===== src/rtl/regfile_wb_scheduler.sv =====
// Register-file write-port scheduler: round-robin arbitration between two writeback requesters plus a busy scoreboard.
// Optional `REGFILE_WB_SCHED_BYPASS_EN adds same-cycle forwarding of the write-port data into the hazard check.
module regfile_wb_scheduler #(
  parameter int DATA_W   = 16,
  parameter int NUM_REGS = 8,
  parameter int ADDR_W   = 3
) (
  input  logic                clk,
  input  logic                Reset,
  input  logic                reserve_valid,
  input  logic [ADDR_W-1:0]   reserve_dr,
  input  logic [ADDR_W-1:0]   chk_sr1,
  input  logic [ADDR_W-1:0]   chk_sr2,
  input  logic                chk_use_sr2,
  output logic                stall,
  input  logic                wb_a_valid,
  input  logic [ADDR_W-1:0]   wb_a_dr,
  input  logic [DATA_W-1:0]   wb_a_data,
  output logic                wb_a_ready,
  input  logic                wb_b_valid,
  input  logic [ADDR_W-1:0]   wb_b_dr,
  input  logic [DATA_W-1:0]   wb_b_data,
  output logic                wb_b_ready,
  output logic [ADDR_W-1:0]   DRMUX,
  output logic [DATA_W-1:0]   BUSINPUT,
  output logic                LD_REG,
`ifdef REGFILE_WB_SCHED_BYPASS_EN
  output logic                fwd_sr1_hit,
  output logic                fwd_sr2_hit,
  output logic [DATA_W-1:0]   fwd_data,
`endif
  output logic [NUM_REGS-1:0] busy_vec
);

  logic [NUM_REGS-1:0] busy;
  logic [NUM_REGS-1:0] busy_eff;
  logic [NUM_REGS-1:0] busy_nxt;
  logic [NUM_REGS-1:0] clr_mask;
  logic                rr_ptr;
  logic                grant_a;
  logic                grant_b;
  logic                reserve_accept;

  // A lone requester always wins; the pointer only breaks ties.
  assign grant_a = !Reset && wb_a_valid && (!wb_b_valid || !rr_ptr);
  assign grant_b = !Reset && wb_b_valid && (!wb_a_valid ||  rr_ptr);

  assign wb_a_ready = grant_a;
  assign wb_b_ready = grant_b;
  assign LD_REG     = grant_a || grant_b;

  always_comb begin
    DRMUX    = '0;
    BUSINPUT = '0;
    if (grant_a) begin
      DRMUX    = wb_a_dr;
      BUSINPUT = wb_a_data;
    end else if (grant_b) begin
      DRMUX    = wb_b_dr;
      BUSINPUT = wb_b_data;
    end
  end

  always_comb begin
    clr_mask = '0;
    if (LD_REG) clr_mask[DRMUX] = 1'b1;
  end

`ifdef REGFILE_WB_SCHED_BYPASS_EN
  // A register being written this cycle is forwarded, so it no longer blocks issue.
  assign busy_eff    = busy & ~clr_mask;
  assign fwd_sr1_hit = LD_REG && (DRMUX == chk_sr1);
  assign fwd_sr2_hit = LD_REG && chk_use_sr2 && (DRMUX == chk_sr2);
  assign fwd_data    = BUSINPUT;
`else
  assign busy_eff = busy;
`endif

  assign stall = reserve_valid &&
                 (busy_eff[chk_sr1] || (chk_use_sr2 && busy_eff[chk_sr2]) || busy_eff[reserve_dr]);
  assign reserve_accept = reserve_valid && !stall;

  // Clear first, then set, so a same-cycle reserve of the written register wins.
  always_comb begin
    busy_nxt = busy & ~clr_mask;
    if (reserve_accept) busy_nxt[reserve_dr] = 1'b1;
  end

  always_ff @(posedge clk or posedge Reset) begin
    if (Reset) begin
      busy   <= '0;
      rr_ptr <= 1'b0;
    end else begin
      busy <= busy_nxt;
      if (grant_a)      rr_ptr <= 1'b1;
      else if (grant_b) rr_ptr <= 1'b0;
    end
  end

  assign busy_vec = busy;

endmodule


===== config.mk =====
export PLATFORM = sky130hd
export DESIGN_NAME = regfile_wb_scheduler
export DESIGN_NICKNAME = d
export VERILOG_FILES = /design/src/rtl/regfile_wb_scheduler.sv
export SDC_FILE = /design/constraint.sdc
export NUM_CORES = 1
export LEC_CHECK = 0
export BUFFER_PORTS_ARGS = -buffer_cell sky130_fd_sc_hd__buf_4
export CAP_MARGIN = 20
export CORE_AREA = 2 2 51 53
export DETAILED_ROUTE_END_ITERATION = 12
export DIE_AREA = 0 0 53 55
export GPL_TIMING_DRIVEN = 1
export PLACE_DENSITY_LB_ADDON = 0.15
export SLEW_MARGIN = 20
export SYNTH_ARGS = -nofsm -noshare
export SYNTH_HDL_FRONTEND = slang
export SYNTH_SLANG_ARGS = --single-unit

===== constraint.sdc =====
create_clock -name clk -period 4.6 [get_ports clk]
set_clock_uncertainty 0.1 [all_clocks]
set_input_delay 1.38 -clock clk [delete_from_list [all_inputs] [get_ports clk]]
set_output_delay 1.38 -clock clk [all_outputs]
set_load 0.01 [all_outputs]

======== Word-level counts from Yosys, hierarchy flattened ========
Index checks and enable logic that the tools add are counted.
operators by class
  add/subtract/negate cells ............... 0
  $mul .................................... 0
  div/mod/pow operators ................... 0
  order comparisons ....................... 6
  equality and inequality tests ........... 0
  shift-type cells ........................ 0
  multiplexer cells ....................... 18
  bitwise operators ....................... 3
  reductions and logical operators ........ 20
operator list
  cell                                                                                 number
  16-bit 2-to-1 mux                                                                    2
  3-bit by 4-bit < comparator with 1-bit output, second input constant                 4
  8-bit 2-to-1 mux                                                                     2
  1-bit binary-select mux with 3-bit select                                            3
  1-bit logical AND                                                                    9
  8-bit AND                                                                            1
  8-bit inverter                                                                       1
  8-bit OR                                                                             1
  1-bit 2-to-1 mux                                                                     7
  1-bit demux with 3-bit select                                                        2
  3-bit by 1-bit greater-or-equal comparator with 1-bit output, second input constant  2
  3-bit 2-to-1 mux                                                                     2
  1-bit zero test                                                                      5
  1-bit logical OR                                                                     5
  2-bit nonzero test                                                                   1
storage, ports and cells
  flip-flop bits (word level) ............. 9
  bits in latches ......................... 0
  RAM bits ................................ 0
  memory bits (read-only) ................. 0
  input port bits ......................... 53
  output and inout bits ................... 31
  logic and storage cells ................. 49
  memories kept ........................... 0

======== Longest topological paths before layout ========
  depth after elaboration ................. 14
  depth in mapped cells ................... 6
  gate-level depth less buffers ........... 5

======== Worst setup path before layout ========
OpenSTA, ideal clock, no wires.
  path type ............................... input to output
  from .................................... input Reset
  to ...................................... output BUSINPUT[10]
  arrival ................................. 2.687 ns
  data required time ...................... 3.120 ns
  path slack .............................. 0.433 ns
  stages .................................. 6
  cell sequence ........................... clkbuf_1 inv_1 and3_1 buf_2 buf_1 a22o_1
between the ends
  cells in the longest elaborated chain, start to end .. 5
  elaborated cells on any way between the ends .. 7
  classes of those cells .................. mux: 2; reduce/logical: 5
ends and longest elaborated chain
  what                              RTL line  RTL
  from (decl)                       9         input logic Reset,
  1-bit zero test (no source line)  --
  1-bit logical AND (2 in a row)    46        assign grant_b = !Reset && wb_b_valid && (!wb_a_valid || rr_ptr);
  via wb_b_ready                    23        output logic wb_b_ready,
  16-bit 2-to-1 mux                 58        end else if (grant_b) begin
  16-bit 2-to-1 mux                 55        if (grant_a) begin
  to (decl)                         25        output logic [DATA_W-1:0] BUSINPUT,
The timed path passes the listed nets, and every way through them passes these cells.

======== Worst setup path in the final report ========
  from .................................... input chk_sr2[2]
  to ...................................... output stall
between the ends
  cells in the longest elaborated chain, start to end .. 6
ends and longest elaborated chain
  what                                       RTL line  RTL
  from (decl)                                13        input logic [ADDR_W-1:0] chk_sr2,
  1-bit binary-select mux with 3-bit select  80        (busy_eff[chk_sr1] || (chk_use_sr2 && busy_eff[chk_sr2]) || busy_eff[reserve_dr]);
  1-bit 2-to-1 mux (not written as such)     80
  1-bit logical AND                          80
  1-bit logical OR (2 in a row)              80
  1-bit logical AND                          79        assign stall = reserve_valid &&
  to (decl)                                  15        output logic stall,
No other way between the ends. The select of a mux whose other input is x is not followed.

==> results.cfg <==
[floorplanning]
die_width_um = 53
start_util_pct = 37.9
num_rows = 18
io_pins = 84
die_y_um = 55
die_area_um2 = 2920
core_area_um2 = 2360

[global_routing]
grt_util_met1_pct = 19.5
met2_usage_pct = 38.8
grtUsageMet3_pct = 3.76
grt_pass1_vias = 975
track_usage_pct = 18.6
grt_max_degree = 19
antenna_found_initial = 0
overflow = 0
top_usage_layer = met2
grt_pass1_wl_um = 4070

[worst_hold_path]
whs_endpoint = busy_vec[2]
whs_path_depth = 1
hp-start = busy_vec[2]
hold_class = reg2reg

[clock_network]
root_buffer = clkbuf_4
clkLatencyLatePin_ps = 260
cts_made_buffers = 3
cts_buffer_depth = 2
holdBufCountCts = 0
cts_htree_levels = 1
cts_tree = yes
ctsResizeCount = 0
clkSlewWorstSetupHoldPaths_ps = 50
clock_sinks = 9
cts_setup_buffers = 0

[sta]
period_minus_slack_ps = 4280
slew_headroom_pct = 58.6
fin_setup_tns_ps = 0
rsz0062_at_grt = no
final_hold_viol_count = 0
slew_violations = 0
max_freq_ghz = 0.233
whs_ps = 483
tightestPinTransition_ps = 620
fin_ws_ps = 317
setup_viol = 0
finalCritPeriodShare_pct = 93.1

[pwr]
intPower_mw = 0.333
seqPwrFrac_pct = 30.7
power.leakage_nw = 0.772
comb_power_share_pct = 58.1
power_density_nw_per_um2 = 342
power_switching_mw = 0.203
ir_drop_uv = 316
p_sw_share_pct = 37.9
power_frac_clock_pct = 11.2

[logic_synthesis]
synthTopCellsByArea = dfrtp_1, a22o_1, mux4_2
yosysSeqAreaShare_pct = 25.1
synth-edff-count = 0
synth_nets = 139
async_flop_share_pct = 100
yosysTopAreaCell = dfrtp_1
ys_ff_latch = 9
netlist.area_leader.share_pct = 25.1
ys.flop_type = dfrtp_1
syn_avg_cell_area_um2 = 10.4
synth.distinct_cells = 27
synth_area_um2 = 897
synth_cells = 86
yosysMostFrequentCell = a22o_1
yosys-top-cells-count = a22o_1, dfrtp_1, a32o_1
synth.yosys.warnings = 0

[drt]
via_count = 1082
postRouteAntennaNets = 0
via_per_inst = 5.44
dr.pass1.iters = 4
drt_iter0_drc = 29
drc = 0
wl_per_cell_um = 15.1
routed_wl_um = 3010

[worst_setup_path]
cpMostUsedCell = buf_4
cp-start-kind = primary input
path_cells = buf_4 -> mux4_2 -> mux2_4 -> a31oi_4 -> nor2b_1 -> buf_4
critPathKind = in2out
slowest_delay_ps = 490
worstPathArrival_ps = 2800
crit_fanout = 9
critPathTopFamily = multiplexers
cp.depth = 6
reg2reg_slack_ps = 2680
r2r-end = busy_vec[1]
worstReg2RegStart = rr_ptr
cp_data_required_time_ps = 3120
critPathBufInv = 2
endpoint_kind = output pin
cpMaxStageDelayCell = mux4_2
reg2reg_depth = 5

[place]
place_congestion = 0.856
dp_cells = 195
dp_slack_ps = 310
dpl_cell_area_um2 = 1550
dp_hpwl_um = 2470
io_buffers = 83

[flow_run]
drv_cap = 0

[layout]
stdcell_count = 199
layout.area.seq_um2 = 225
n_antenna_cell = 0
area_growth_syn_to_layout_pct = 75.2
layout.nets = 223
drive_gt1_share_pct = 58.0
fill_cells = 206
multi_input_area_um2 = 648
final_cell_area_um2 = 1570

[status]
outcome = completed
-- layout by cell type, fill, tap and decap left out --
master     n
buf_4     84
a22o_1    16
dfrtp_1    9
a32o_1     8
nor2b_1    5
nor2_1     5
mux4_2     5
nand3b_1   5
nand2_1    4
mux2i_1    4
and2_1     3
a32oi_1    3
clkbuf_4   3
nand3_1    2
nand2b_4   1
a21boi_4   1
inv_1      1
and3_1     1
or2_2      1
mux2_4     1
a31oi_4    1
nand2b_1   1
a21oi_1    1
or4_1      1
or3b_2     1
o22a_1     1
clkbuf_1   1
-- worst register-to-register path, cell delays in order (launching register included) --
cell and delay (ps):
dfrtp_1 430, nand2b_4 180, a32oi_1 220, nor2_1 150
or4_1 510, a32o_1 230
-- metal layers --
layer | vias to the layer above | part of all wire [%]
met5 | - | 0
met4 | 0 | 0
met3 | 0 | 8.9
met2 | 55 | 53
met1 | 507 | 38
li1 | 520 | -
-- cell families after synthesis --
group | Yosys count | synth area share, %
AOI/OAI and AO/OA | 31 | 33.5
buffers and inverters | 6 | 2.65
DFF | 9 | 25.1
muxes | 10 | 18.7
and+or+nand+nor | 30 | 20.1
-- power groups by stage --
stage	logic, mW	registers, mW	clock network (mW)
final	0.312	0.165	0.0603
after detailed placement	0.314	0.165	0
after global routing	0.334	0.169	0.0643
after floorplan	0.158	0.164	0
after CTS	0.315	0.163	0.0617
after global placement	0.307	0.163	0
-- worst max path at each step --
stage / endpoint / from / slack (ps)
5_1_grt: stall / chk_sr2[2] / 260
3_5_place_dp: stall / chk_sr2[2] / 310
4_1_cts: stall / chk_sr2[2] / 310
2_1_floorplan: BUSINPUT[10] / Reset / 430
6_report: stall / chk_sr2[2] / 320
3_3_place_gp: stall / chk_sr2[2] / 350
-- through the flow --
step / power, mW / utilization [%]
6_report: 0.537 / 66.5
5_1_grt: 0.567 / 66.5
4_1_cts: 0.540 / 66.5
3_5_place_dp: 0.479 / 65.3
3_3_place_gp: 0.470 / 65.3
2_1_floorplan: 0.322 / -
-- area by class of cell --
class                   count  share of cell area (%)
flip-flops and latches      9                    14.3
repair buffers             84                    40.1
well taps                  30                    2.39
inverters                   1                   0.239
multi-input cells          71                    41.2
clock buffers               4                    1.67
-- registers in the layout, summed over array words and instances (netlist names) --
signal    count
rr_ptr        1
busy_vec      8
(Power assumes the default switching activity.)
